--- src/rtl/ct_lsu_snoop_ctcq_issue_if.sv ---
// Bundle between the snoop CTCQ entries, the icache/MMU invalidate ports and the BIU
// response channel; master is the issue stage, slave is everything around it.
interface ct_lsu_snoop_ctcq_issue_if #(
  parameter int unsigned ENTRY_NUM = 2
);
  logic [ENTRY_NUM-1:0]    ctcq_pe_req;
  logic [ENTRY_NUM-1:0]    ctcq_icache_all_inv;
  logic [ENTRY_NUM-1:0]    ctcq_icache_line_inv;
  logic [ENTRY_NUM-1:0]    ctcq_tlb_all_inv;
  logic [ENTRY_NUM-1:0]    ctcq_tlb_va_all_inv;
  logic [ENTRY_NUM-1:0]    ctcq_tlb_asid_all_inv;
  logic [ENTRY_NUM-1:0]    ctcq_tlb_va_asid_inv;
  logic [6*ENTRY_NUM-1:0]  ctcq_icache_index;
  logic [28*ENTRY_NUM-1:0] ctcq_icache_ptag;
  logic [16*ENTRY_NUM-1:0] ctcq_tlb_asid;
  logic [27*ENTRY_NUM-1:0] ctcq_tlb_va;
  logic [ENTRY_NUM-1:0]    ctcq_cmplt;
  logic [ENTRY_NUM-1:0]    ctcq_2_cmplt;

  logic                    lsu_icache_inv_req;
  logic                    lsu_icache_inv_all;
  logic [5:0]              lsu_icache_inv_index;
  logic [27:0]             lsu_icache_inv_ptag;
  logic                    icache_lsu_inv_done;

  logic                    lsu_mmu_tlbi_req;
  logic [1:0]              lsu_mmu_tlbi_type;
  logic [15:0]             lsu_mmu_tlbi_asid;
  logic [26:0]             lsu_mmu_tlbi_va;
  logic                    mmu_lsu_tlbi_done;

  logic [ENTRY_NUM-1:0]    ica_tlb_ctcq_inv_cmplt;
  logic                    lsu_biu_ctc_resp_vld;
  logic                    lsu_biu_ctc_resp_last;
  logic                    biu_lsu_ctc_resp_grnt;
  logic [ENTRY_NUM-1:0]    ctcq_inv_en;

  modport master (
    input  ctcq_pe_req, ctcq_icache_all_inv, ctcq_icache_line_inv, ctcq_tlb_all_inv,
           ctcq_tlb_va_all_inv, ctcq_tlb_asid_all_inv, ctcq_tlb_va_asid_inv,
           ctcq_icache_index, ctcq_icache_ptag, ctcq_tlb_asid, ctcq_tlb_va,
           ctcq_cmplt, ctcq_2_cmplt, icache_lsu_inv_done, mmu_lsu_tlbi_done,
           biu_lsu_ctc_resp_grnt,
    output lsu_icache_inv_req, lsu_icache_inv_all, lsu_icache_inv_index, lsu_icache_inv_ptag,
           lsu_mmu_tlbi_req, lsu_mmu_tlbi_type, lsu_mmu_tlbi_asid, lsu_mmu_tlbi_va,
           ica_tlb_ctcq_inv_cmplt, lsu_biu_ctc_resp_vld, lsu_biu_ctc_resp_last, ctcq_inv_en
  );

  modport slave (
    output ctcq_pe_req, ctcq_icache_all_inv, ctcq_icache_line_inv, ctcq_tlb_all_inv,
           ctcq_tlb_va_all_inv, ctcq_tlb_asid_all_inv, ctcq_tlb_va_asid_inv,
           ctcq_icache_index, ctcq_icache_ptag, ctcq_tlb_asid, ctcq_tlb_va,
           ctcq_cmplt, ctcq_2_cmplt, icache_lsu_inv_done, mmu_lsu_tlbi_done,
           biu_lsu_ctc_resp_grnt,
    input  lsu_icache_inv_req, lsu_icache_inv_all, lsu_icache_inv_index, lsu_icache_inv_ptag,
           lsu_mmu_tlbi_req, lsu_mmu_tlbi_type, lsu_mmu_tlbi_asid, lsu_mmu_tlbi_va,
           ica_tlb_ctcq_inv_cmplt, lsu_biu_ctc_resp_vld, lsu_biu_ctc_resp_last, ctcq_inv_en
  );
endinterface

--- src/rtl/ct_lsu_snoop_ctcq_issue.sv ---
// Snoop CTCQ issue/response stage: one icache/TLB invalidate in flight, completion pulse back
// to the entry, BIU responses in parallel. Define LSU_CTCQ_ISSUE_RR_EN for round-robin issue.
module ct_lsu_snoop_ctcq_issue #(
  parameter int unsigned ENTRY_NUM = 2
) (
  input logic                       cpurst_b,
  input logic                       ctcqctrlclk,
  ct_lsu_snoop_ctcq_issue_if.master bus
);
  localparam int unsigned IDX_W = $clog2(ENTRY_NUM);
  localparam logic [ENTRY_NUM-1:0] ONE_HOT0 = ENTRY_NUM'(1);

  typedef enum logic [1:0] {IDLE = 2'd0, ICREQ = 2'd1, TLBREQ = 2'd2, CMPLT = 2'd3} state_t;

  state_t               state;
  state_t               state_nxt;
  logic [ENTRY_NUM-1:0] pe_rot;
  logic [IDX_W-1:0]     pick_off;
  logic [IDX_W-1:0]     gnt_idx;
  logic                 gnt_vld;
  logic                 load;
  logic                 is_ic;
  logic                 is_tlb;
  logic [1:0]           tlb_type_sel;
  logic [IDX_W-1:0]     idx_q;
  logic                 ic_all_q;
  logic [5:0]           ic_index_q;
  logic [27:0]          ic_ptag_q;
  logic [1:0]           tlb_type_q;
  logic [15:0]          tlb_asid_q;
  logic [26:0]          tlb_va_q;
  logic [IDX_W-1:0]     resp_sel;

  assign gnt_vld = |bus.ctcq_pe_req;
  assign load    = (state == IDLE) && gnt_vld;

  // Lowest set bit of the search vector, as an offset from the search start
  always_comb begin
    pick_off = '0;
    for (int i = int'(ENTRY_NUM) - 1; i >= 0; i--)
      if (pe_rot[i]) pick_off = IDX_W'(i);
  end

`ifdef LSU_CTCQ_ISSUE_RR_EN
  localparam logic [IDX_W:0] ENTRY_NUM_W = (IDX_W+1)'(ENTRY_NUM);
  logic [IDX_W-1:0] rr_ptr;
  logic [IDX_W:0]   gnt_sum;

  assign pe_rot  = ENTRY_NUM'({bus.ctcq_pe_req, bus.ctcq_pe_req} >> rr_ptr);
  assign gnt_sum = {1'b0, rr_ptr} + {1'b0, pick_off};
  assign gnt_idx = (gnt_sum >= ENTRY_NUM_W) ? IDX_W'(gnt_sum - ENTRY_NUM_W) : IDX_W'(gnt_sum);

  // Pointer moves past the entry just granted
  always_ff @(posedge ctcqctrlclk or negedge cpurst_b) begin
    if (!cpurst_b)
      rr_ptr <= '0;
    else if (load)
      rr_ptr <= (gnt_idx == IDX_W'(ENTRY_NUM - 1)) ? '0 : gnt_idx + IDX_W'(1);
  end
`else
  assign pe_rot  = bus.ctcq_pe_req;
  assign gnt_idx = pick_off;
`endif

  // Decode the granted entry's invalidate type
  always_comb begin
    is_ic  = bus.ctcq_icache_all_inv[gnt_idx] | bus.ctcq_icache_line_inv[gnt_idx];
    is_tlb = bus.ctcq_tlb_all_inv[gnt_idx] | bus.ctcq_tlb_va_all_inv[gnt_idx] |
             bus.ctcq_tlb_asid_all_inv[gnt_idx] | bus.ctcq_tlb_va_asid_inv[gnt_idx];
    if (bus.ctcq_tlb_all_inv[gnt_idx])           tlb_type_sel = 2'b00;
    else if (bus.ctcq_tlb_va_all_inv[gnt_idx])   tlb_type_sel = 2'b01;
    else if (bus.ctcq_tlb_asid_all_inv[gnt_idx]) tlb_type_sel = 2'b10;
    else                                         tlb_type_sel = 2'b11;
  end

  always_ff @(posedge ctcqctrlclk or negedge cpurst_b) begin
    if (!cpurst_b) begin
      idx_q      <= '0;
      ic_all_q   <= 1'b0;
      ic_index_q <= '0;
      ic_ptag_q  <= '0;
      tlb_type_q <= '0;
      tlb_asid_q <= '0;
      tlb_va_q   <= '0;
    end else if (load) begin
      idx_q      <= gnt_idx;
      ic_all_q   <= bus.ctcq_icache_all_inv[gnt_idx];
      ic_index_q <= bus.ctcq_icache_index[6*gnt_idx +: 6];
      ic_ptag_q  <= bus.ctcq_icache_ptag[28*gnt_idx +: 28];
      tlb_type_q <= tlb_type_sel;
      tlb_asid_q <= bus.ctcq_tlb_asid[16*gnt_idx +: 16];
      tlb_va_q   <= bus.ctcq_tlb_va[27*gnt_idx +: 27];
    end
  end

  always_ff @(posedge ctcqctrlclk or negedge cpurst_b) begin
    if (!cpurst_b) state <= IDLE;
    else           state <= state_nxt;
  end

  always_comb begin
    state_nxt = state;
    case (state)
      IDLE:    if (gnt_vld) state_nxt = is_ic ? ICREQ : (is_tlb ? TLBREQ : CMPLT);
      ICREQ:   if (bus.icache_lsu_inv_done) state_nxt = CMPLT;
      TLBREQ:  if (bus.mmu_lsu_tlbi_done) state_nxt = CMPLT;
      CMPLT:   state_nxt = IDLE;
      default: state_nxt = IDLE;
    endcase
  end

  // Request data is only driven while its request is up
  always_comb begin
    bus.lsu_icache_inv_req     = 1'b0;
    bus.lsu_icache_inv_all     = 1'b0;
    bus.lsu_icache_inv_index   = '0;
    bus.lsu_icache_inv_ptag    = '0;
    bus.lsu_mmu_tlbi_req       = 1'b0;
    bus.lsu_mmu_tlbi_type      = '0;
    bus.lsu_mmu_tlbi_asid      = '0;
    bus.lsu_mmu_tlbi_va        = '0;
    bus.ica_tlb_ctcq_inv_cmplt = '0;
    case (state)
      ICREQ: begin
        bus.lsu_icache_inv_req   = 1'b1;
        bus.lsu_icache_inv_all   = ic_all_q;
        bus.lsu_icache_inv_index = ic_index_q;
        bus.lsu_icache_inv_ptag  = ic_ptag_q;
      end
      TLBREQ: begin
        bus.lsu_mmu_tlbi_req  = 1'b1;
        bus.lsu_mmu_tlbi_type = tlb_type_q;
        bus.lsu_mmu_tlbi_asid = tlb_asid_q;
        bus.lsu_mmu_tlbi_va   = tlb_va_q;
      end
      CMPLT:   bus.ica_tlb_ctcq_inv_cmplt = ONE_HOT0 << idx_q;
      default: ;
    endcase
  end

  // Response channel serves the lowest completed entry
  always_comb begin
    resp_sel = '0;
    for (int i = int'(ENTRY_NUM) - 1; i >= 0; i--)
      if (bus.ctcq_cmplt[i]) resp_sel = IDX_W'(i);
  end

  assign bus.lsu_biu_ctc_resp_vld  = |bus.ctcq_cmplt;
  assign bus.lsu_biu_ctc_resp_last = bus.lsu_biu_ctc_resp_vld & ~bus.ctcq_2_cmplt[resp_sel];
  assign bus.ctcq_inv_en = (bus.biu_lsu_ctc_resp_grnt && bus.lsu_biu_ctc_resp_vld) ?
                           (ONE_HOT0 << resp_sel) : '0;
endmodule

--- src/flat_wrapper.sv ---
// flat-port wrapper written by rule: the top's interface ports become plain ports
module ct_lsu_snoop_ctcq_issue_flat 
#(
  parameter int unsigned ENTRY_NUM = 2
)
  (cpurst_b, ctcqctrlclk, bus_ctcq_pe_req, bus_ctcq_icache_all_inv, bus_ctcq_icache_line_inv, bus_ctcq_tlb_all_inv, bus_ctcq_tlb_va_all_inv, bus_ctcq_tlb_asid_all_inv, bus_ctcq_tlb_va_asid_inv, bus_ctcq_icache_index, bus_ctcq_icache_ptag, bus_ctcq_tlb_asid, bus_ctcq_tlb_va, bus_ctcq_cmplt, bus_ctcq_2_cmplt, bus_icache_lsu_inv_done, bus_mmu_lsu_tlbi_done, bus_biu_lsu_ctc_resp_grnt, bus_lsu_icache_inv_req, bus_lsu_icache_inv_all, bus_lsu_icache_inv_index, bus_lsu_icache_inv_ptag, bus_lsu_mmu_tlbi_req, bus_lsu_mmu_tlbi_type, bus_lsu_mmu_tlbi_asid, bus_lsu_mmu_tlbi_va, bus_ica_tlb_ctcq_inv_cmplt, bus_lsu_biu_ctc_resp_vld, bus_lsu_biu_ctc_resp_last, bus_ctcq_inv_en);
  ct_lsu_snoop_ctcq_issue_if #(.ENTRY_NUM(ENTRY_NUM)) bus_i ();
  input logic cpurst_b;
  input logic ctcqctrlclk;
  input wire logic [$bits(bus_i.ctcq_pe_req)-1:0] bus_ctcq_pe_req;
  input wire logic [$bits(bus_i.ctcq_icache_all_inv)-1:0] bus_ctcq_icache_all_inv;
  input wire logic [$bits(bus_i.ctcq_icache_line_inv)-1:0] bus_ctcq_icache_line_inv;
  input wire logic [$bits(bus_i.ctcq_tlb_all_inv)-1:0] bus_ctcq_tlb_all_inv;
  input wire logic [$bits(bus_i.ctcq_tlb_va_all_inv)-1:0] bus_ctcq_tlb_va_all_inv;
  input wire logic [$bits(bus_i.ctcq_tlb_asid_all_inv)-1:0] bus_ctcq_tlb_asid_all_inv;
  input wire logic [$bits(bus_i.ctcq_tlb_va_asid_inv)-1:0] bus_ctcq_tlb_va_asid_inv;
  input wire logic [$bits(bus_i.ctcq_icache_index)-1:0] bus_ctcq_icache_index;
  input wire logic [$bits(bus_i.ctcq_icache_ptag)-1:0] bus_ctcq_icache_ptag;
  input wire logic [$bits(bus_i.ctcq_tlb_asid)-1:0] bus_ctcq_tlb_asid;
  input wire logic [$bits(bus_i.ctcq_tlb_va)-1:0] bus_ctcq_tlb_va;
  input wire logic [$bits(bus_i.ctcq_cmplt)-1:0] bus_ctcq_cmplt;
  input wire logic [$bits(bus_i.ctcq_2_cmplt)-1:0] bus_ctcq_2_cmplt;
  input wire logic [$bits(bus_i.icache_lsu_inv_done)-1:0] bus_icache_lsu_inv_done;
  input wire logic [$bits(bus_i.mmu_lsu_tlbi_done)-1:0] bus_mmu_lsu_tlbi_done;
  input wire logic [$bits(bus_i.biu_lsu_ctc_resp_grnt)-1:0] bus_biu_lsu_ctc_resp_grnt;
  output wire logic [$bits(bus_i.lsu_icache_inv_req)-1:0] bus_lsu_icache_inv_req;
  output wire logic [$bits(bus_i.lsu_icache_inv_all)-1:0] bus_lsu_icache_inv_all;
  output wire logic [$bits(bus_i.lsu_icache_inv_index)-1:0] bus_lsu_icache_inv_index;
  output wire logic [$bits(bus_i.lsu_icache_inv_ptag)-1:0] bus_lsu_icache_inv_ptag;
  output wire logic [$bits(bus_i.lsu_mmu_tlbi_req)-1:0] bus_lsu_mmu_tlbi_req;
  output wire logic [$bits(bus_i.lsu_mmu_tlbi_type)-1:0] bus_lsu_mmu_tlbi_type;
  output wire logic [$bits(bus_i.lsu_mmu_tlbi_asid)-1:0] bus_lsu_mmu_tlbi_asid;
  output wire logic [$bits(bus_i.lsu_mmu_tlbi_va)-1:0] bus_lsu_mmu_tlbi_va;
  output wire logic [$bits(bus_i.ica_tlb_ctcq_inv_cmplt)-1:0] bus_ica_tlb_ctcq_inv_cmplt;
  output wire logic [$bits(bus_i.lsu_biu_ctc_resp_vld)-1:0] bus_lsu_biu_ctc_resp_vld;
  output wire logic [$bits(bus_i.lsu_biu_ctc_resp_last)-1:0] bus_lsu_biu_ctc_resp_last;
  output wire logic [$bits(bus_i.ctcq_inv_en)-1:0] bus_ctcq_inv_en;
  assign bus_i.ctcq_pe_req = bus_ctcq_pe_req;
  assign bus_i.ctcq_icache_all_inv = bus_ctcq_icache_all_inv;
  assign bus_i.ctcq_icache_line_inv = bus_ctcq_icache_line_inv;
  assign bus_i.ctcq_tlb_all_inv = bus_ctcq_tlb_all_inv;
  assign bus_i.ctcq_tlb_va_all_inv = bus_ctcq_tlb_va_all_inv;
  assign bus_i.ctcq_tlb_asid_all_inv = bus_ctcq_tlb_asid_all_inv;
  assign bus_i.ctcq_tlb_va_asid_inv = bus_ctcq_tlb_va_asid_inv;
  assign bus_i.ctcq_icache_index = bus_ctcq_icache_index;
  assign bus_i.ctcq_icache_ptag = bus_ctcq_icache_ptag;
  assign bus_i.ctcq_tlb_asid = bus_ctcq_tlb_asid;
  assign bus_i.ctcq_tlb_va = bus_ctcq_tlb_va;
  assign bus_i.ctcq_cmplt = bus_ctcq_cmplt;
  assign bus_i.ctcq_2_cmplt = bus_ctcq_2_cmplt;
  assign bus_i.icache_lsu_inv_done = bus_icache_lsu_inv_done;
  assign bus_i.mmu_lsu_tlbi_done = bus_mmu_lsu_tlbi_done;
  assign bus_i.biu_lsu_ctc_resp_grnt = bus_biu_lsu_ctc_resp_grnt;
  assign bus_lsu_icache_inv_req = bus_i.lsu_icache_inv_req;
  assign bus_lsu_icache_inv_all = bus_i.lsu_icache_inv_all;
  assign bus_lsu_icache_inv_index = bus_i.lsu_icache_inv_index;
  assign bus_lsu_icache_inv_ptag = bus_i.lsu_icache_inv_ptag;
  assign bus_lsu_mmu_tlbi_req = bus_i.lsu_mmu_tlbi_req;
  assign bus_lsu_mmu_tlbi_type = bus_i.lsu_mmu_tlbi_type;
  assign bus_lsu_mmu_tlbi_asid = bus_i.lsu_mmu_tlbi_asid;
  assign bus_lsu_mmu_tlbi_va = bus_i.lsu_mmu_tlbi_va;
  assign bus_ica_tlb_ctcq_inv_cmplt = bus_i.ica_tlb_ctcq_inv_cmplt;
  assign bus_lsu_biu_ctc_resp_vld = bus_i.lsu_biu_ctc_resp_vld;
  assign bus_lsu_biu_ctc_resp_last = bus_i.lsu_biu_ctc_resp_last;
  assign bus_ctcq_inv_en = bus_i.ctcq_inv_en;
  ct_lsu_snoop_ctcq_issue #(.ENTRY_NUM(ENTRY_NUM)) u_core (.cpurst_b(cpurst_b), .ctcqctrlclk(ctcqctrlclk), .bus(bus_i));
endmodule
--- config.mk ---
export PLATFORM = sky130hd
export DESIGN_NAME = ct_lsu_snoop_ctcq_issue_flat
export DESIGN_NICKNAME = d
export VERILOG_FILES = /design/src/rtl/ct_lsu_snoop_ctcq_issue_if.sv /design/src/rtl/ct_lsu_snoop_ctcq_issue.sv /design/src/flat_wrapper.sv
export SDC_FILE = /design/constraint.sdc
export NUM_CORES = 1
export LEC_CHECK = 0
export BUFFER_PORTS_ARGS = -buffer_cell sky130_fd_sc_hd__buf_2
export CAP_MARGIN = 20
export CORE_AREA = 2 2 104 106
export CTS_CLUSTER_SIZE = 14
export DETAILED_ROUTE_END_ITERATION = 6
export DIE_AREA = 0 0 106 108
export PLACE_DENSITY_LB_ADDON = 0.08
export REMOVE_ABC_BUFFERS = 1
export SYNTH_ARGS = -nofsm -noshare
export SYNTH_HDL_FRONTEND = slang
export SYNTH_SLANG_ARGS = --single-unit
--- constraint.sdc ---
create_clock -name ctcqctrlclk -period 3 [get_ports ctcqctrlclk]
set_input_delay 0.6 -clock ctcqctrlclk [delete_from_list [all_inputs] [get_ports ctcqctrlclk]]
set_output_delay 0.6 -clock ctcqctrlclk [all_outputs]
set_load 0.05 [all_outputs]
# == Word level (Yosys, flattened, before mapping) ==
# Cells that the tools add are included.
# word_totals
regBits,83
out_inout_bits,88
elab_cells,74
# op_classes
n_mul,3
order_cmp,2
n_eq_ne,6
shift,6
muxes,37
n_bitwise,6
n_reduce_logical,6
# ops
operator,count
$shiftx A56 B7 Y28,1
$shiftx A54 B7 Y27,1
$shiftx A32 B6 Y16,1
$mux W28,1
$mux W27,1
$mux W1,23
$mux W2,9
$mux W16,1
$shiftx A12 B5 Y6,1
$pmux W2 S4,1
$mul A5 B1 Y6 const A,1
$mux W6,1
$eq A2 B2 Y1 const B,2
$lt A1 B2 Y1 const B,2
$mul A3 B1 Y4 const A,1
$ne A2 B2 Y1 const B,2
$or A1 B1 Y1,4
$reduce_or A2 Y1,2
$shl A1 B1 Y2 const A,2
$mul A2 B1 Y3 const A,1
$reduce_and A3 Y1,1
$eq A2 B1 Y1 const B,1
$logic_and A1 B1 Y1,2
$logic_not A2 Y1,1
other kinds (3),3

# == Longest topological paths before layout ==
# depth
depth_word,11
ltp_mapped,8
depth_no_buf,5

# == Worst setup path before layout ==
# Ideal clock, no wire load.
# synth_timing
path_kind,flip-flop to output port
startpoint,register u_core.state[0]
endpoint,output port bus_lsu_mmu_tlbi_asid[10]
t_arrival_ns,1.905
required_ns,2.400
setup_slack_ns,0.495
stages_incl_launch_ff,6
n_path_buf,2
path_cell_list,dfrtp_1 inv_1 ha_1 clkbuf_1 clkbuf_1 and2_1
# synth_between
elab_chain_cells,2
# synth_lines
element,line_no,text
"start, declared",ct_lsu_snoop_ctcq_issue.sv:15,state_t state;
"start signal, assigned",ct_lsu_snoop_ctcq_issue.sv:98,else state <= state_nxt;
$eq A2 B2 Y1,ct_lsu_snoop_ctcq_issue.sv:123,case (state)
$mux W16,ct_lsu_snoop_ctcq_issue.sv:123,
"end, declared",flat_wrapper.sv:32,output wire logic [$bits(bus_i.lsu_mmu_tlbi_asid)-1:0] bus_lsu_mmu_tlbi_asid;
# Every way passes these cells.

# == Final worst setup path ==
# layout_timing
startpoint,register u_core.state[1]
endpoint,output port bus_lsu_icache_inv_ptag[3]
# layout_between
elab_chain_cells,2
# layout_lines
element,line_no,text
$eq A2 B1 Y1,ct_lsu_snoop_ctcq_issue.sv:123,
$mux W28,ct_lsu_snoop_ctcq_issue.sv:123,
"end, declared",flat_wrapper.sv:29,output wire logic [$bits(bus_i.lsu_icache_inv_ptag)-1:0] bus_lsu_icache_inv_ptag;
# Every way passes these cells.

==> key figures <==
Status
  – Status: completed

Cells and area
  – Final std cells w/o fill: 865
  – Total Nets Final: 906
  – Antenna Cells: 0
  – Most frequent cells in the layout: buf_2, dfrtp_1, and2_1, nand2_1, mux2i_1
  – Utilization after layout: 60.2%
  – Filler cell count: 948
  – Reg area: 2080 um^2
  – Most common cell after layout, fill and taps aside: buf_2
  – Multi-input gate area in the final layout: 2260 um^2
  – Layout cell share with drive strength beyond 1: 40.1%
  – Area growth syn-to-layout: 35.2%

Die
  – Initial Util: 44.6%
  – Core box area: 10200 um^2
  – Top Ports: 265
  – Die X: 106 um
  – Row cnt: 37
  – Die ar.: 11400 um^2
  – Die Ht: 108 um

Route
  – DR vias: 4065
  – Via density: 4.70
  – Drt drc: 0
  – 1st-pass router iterations: 4
  – Iteration-0 DRC Markers: 161
  – Antenna Nets Post-Route: 0
  – WL final: 11300 um
  – WL/cell: 13.1 um

Logic synthesis
  – Top-area cell type share of the netlist area: 45.6%
  – Syn_area_per_cell: 9.56 um^2
  – Synth top area cells: dfrtp_1, mux2i_1, and2_1, o21ai_0, nand2_1
  – Synth Instances: 477
  – Number of synthesized flops with an enable pin: 0
  – Largest area contributor in the netlist: dfrtp_1
  – Asr flop ratio synth: 100%
  – FF+latch count, synth: 83
  – Sequential element share of the synthesized area: 45.6%
  – Dominant synthesized flop cell: dfrtp_1
  – Number of distinct library cells after synthesis: 26
  – Synthesized area: 4560 um^2
  – YS warnings: 0

Pwr
  – Pwr dens: 946 nW/um^2
  – Design Power: 5.83 mW
  – Peak VDD IR: 0.000508 V
  – Leakage: 3.66 nW

Setup path
  – Worst EP required: 2.40 ns
  – Critical path class: reg -> out
  – CP max stage cell: ha_2
  – Worst reg2reg path startpoint: u_core.state[1]
  – CP cell instances: inv_1 > ha_2 > and2_1 > buf_2
  – CP delay by family, top: adder cells
  – Crit start category: flip-flop
  – CP peak stage delay: 0.51 ns
  – Endpoint of the worst register-to-register path: u_core.tlb_type_q[1]
  – Reg2reg path depth: 5
  – Crit end category: primary output
  – Register-to-register setup slack: 1.10 ns
  – CP arrival: 1.88 ns
  – CP max FO: 37
  – CP bufs+invs: 2

Clock network
  – # resized after CTS: 0
  – Root Driver: clkbuf_8
  – Maximum root-to-sink buffer count: 2
  – Worst skew pair latency: 0.34 ns
  – Clock Sinks: 83
  – Clock buffer count from CTS: 9
  – CTS tree: built
  – CTS clk-pin slew, worst paths: 0.09 ns
  – Post-CTS Repair Setup Buffers: 0
  – H-tree level count: 3
  – Hold Buf Count CTS: 0

Placed design
  – Cells after DPL: 848
  – Dpl hpwl: 8560 um
  – Port bufs: 264
  – Gpl congestion: 0.828
  – Pre-CTS setup slack: 0.535 ns

STA
  – Final Cycle Share: 82.6%
  – Least-Margin Pin Slew: 0.576 ns
  – Fin crit period: 2.48 ns
  – Max Slew Vio Count: 0
  – Fmax achieved: 404 MHz
  – RSZ-0062 raised after global routing: no
  – Final Hold Violating Endpoints: 0
  – Fin worst setup slack: 0.523 ns
  – Slew Limit Headroom: 61.6%
  – Final setup fails: 0
  – Layout Skew: 0.00921 ns

GRT
  – Initial antenna violation count: 0
  – Vias in the first global route: 3948
  – Grt total ovfl: 0
  – Global Route Usage Sum: 19.8%
  – Largest net degree at the start of global routing: 160
  – First-pass GRT wire length: 18000 um

Min path
  – Worst Hold Class: in -> async

Run
  – # Max-Cap Violations: 0
-- flip-flops by register name, indices dropped and copies added, names as in the netlist --
| register | count |
|---|---|
| u_core.ic_ptag_q | 28 |
| u_core.tlb_va_q | 27 |
| u_core.tlb_asid_q | 16 |
| u_core.ic_index_q | 6 |
| u_core.state | 2 |
| u_core.tlb_type_q | 2 |
| u_core.ic_all_q | 1 |
| u_core.idx_q | 1 |
-- per-stage QoR --
| stage | TNS (ns) | hold WS, ns | instance area, um^2 |
|---|---|---|---|
| after floorplan | -85.57 | 0.304 | 4350 |
| after global placement | 0 | 0.453 | 5920 |
| after detailed placement | 0 | 0.463 | 5920 |
| after CTS | 0 | 0.462 | 6130 |
| after global routing | 0 | 0.189 | 6160 |
| final | 0 | 0.179 | 6160 |
-- Yosys cell counts, types with 2 or more instances --
cell type	number
buf_4	8
o31ai_1	2
o21ai_0	62
a21oi_1	4
nand2_1	80
and2_1	82
o21ai_1	20
or4b_1	2
buf_12	3
nor2b_1	3
o22ai_1	2
clkbuf_1	20
mux2_2	2
ha_1	5
inv_1	7
mux2i_1	79
buf_2	2
nor2_1	4
dfrtp_1	83
-- cells by family (layout without fill, tap and decap cells) --
logic type | count (synthesis) | after routing | synth area share, %
flip-flops | 83 | 83 | 45.6
multiplexers | 81 | 81 | 17.8
adder cells (fa/ha/maj) | 5 | 5 | 1.37
AO/OA/AOI/OAI | 93 | 93 | 10.6
AND/OR/NAND/NOR | 174 | 174 | 19.4
buffers and inverters | 41 | 293 | 5.19
-- worst max path at each step --
stage / from / end / slack [ns] / cells after the start
after CTS: u_core.state[1] / bus_lsu_icache_inv_ptag[25] / 0.14 / 4
after global placement: u_core.state[1] / bus_lsu_icache_inv_ptag[10] / 0.73 / 4
after global routing: u_core.state[1] / bus_lsu_icache_inv_ptag[26] / 0.32 / 4
final: u_core.state[1] / bus_lsu_icache_inv_ptag[3] / 0.52 / 4
after floorplan: bus_ctcq_pe_req[0] / u_core.state[1] / -1.21 / 4
after detailed placement: u_core.state[1] / bus_lsu_icache_inv_ptag[25] / 0.53 / 4
-- per-layer routing --
layer	part of all wire [%]	track usage [%]	wire length [um]
met4	1.8	7.80	206
met1	42	23.7	4790
met2	48	34.9	5430
met5	0	0	0
met3	8.0	4.40	906
-- worst register-to-register path, stage by stage (launching register included) --
cell	delay [ns]
dfrtp_1	0.40
inv_1	0.10
ha_1	0.27
o21ai_4	0.10
buf_12	0.41
mux2_2	0.51
-- power by group --
| group | switching (mW) | internal [mW] | total, mW |
|---|---|---|---|
| combinational | 2.21 | 0.881 | 3.09 |
| clock | 0.401 | 0.433 | 0.834 |
| sequential | 0.254 | 1.65 | 1.91 |
-- layout make-up --
cell class,instances,area share [%]
clock buffer,11,2.46
clock inverter,5,0.975
inverter,7,0.426
multi-input combinational,353,36.7
sequential,83,33.7
tap,136,2.76
timing repair buffer,270,22.9
Note: power is estimated with default switching activity, not from simulation.
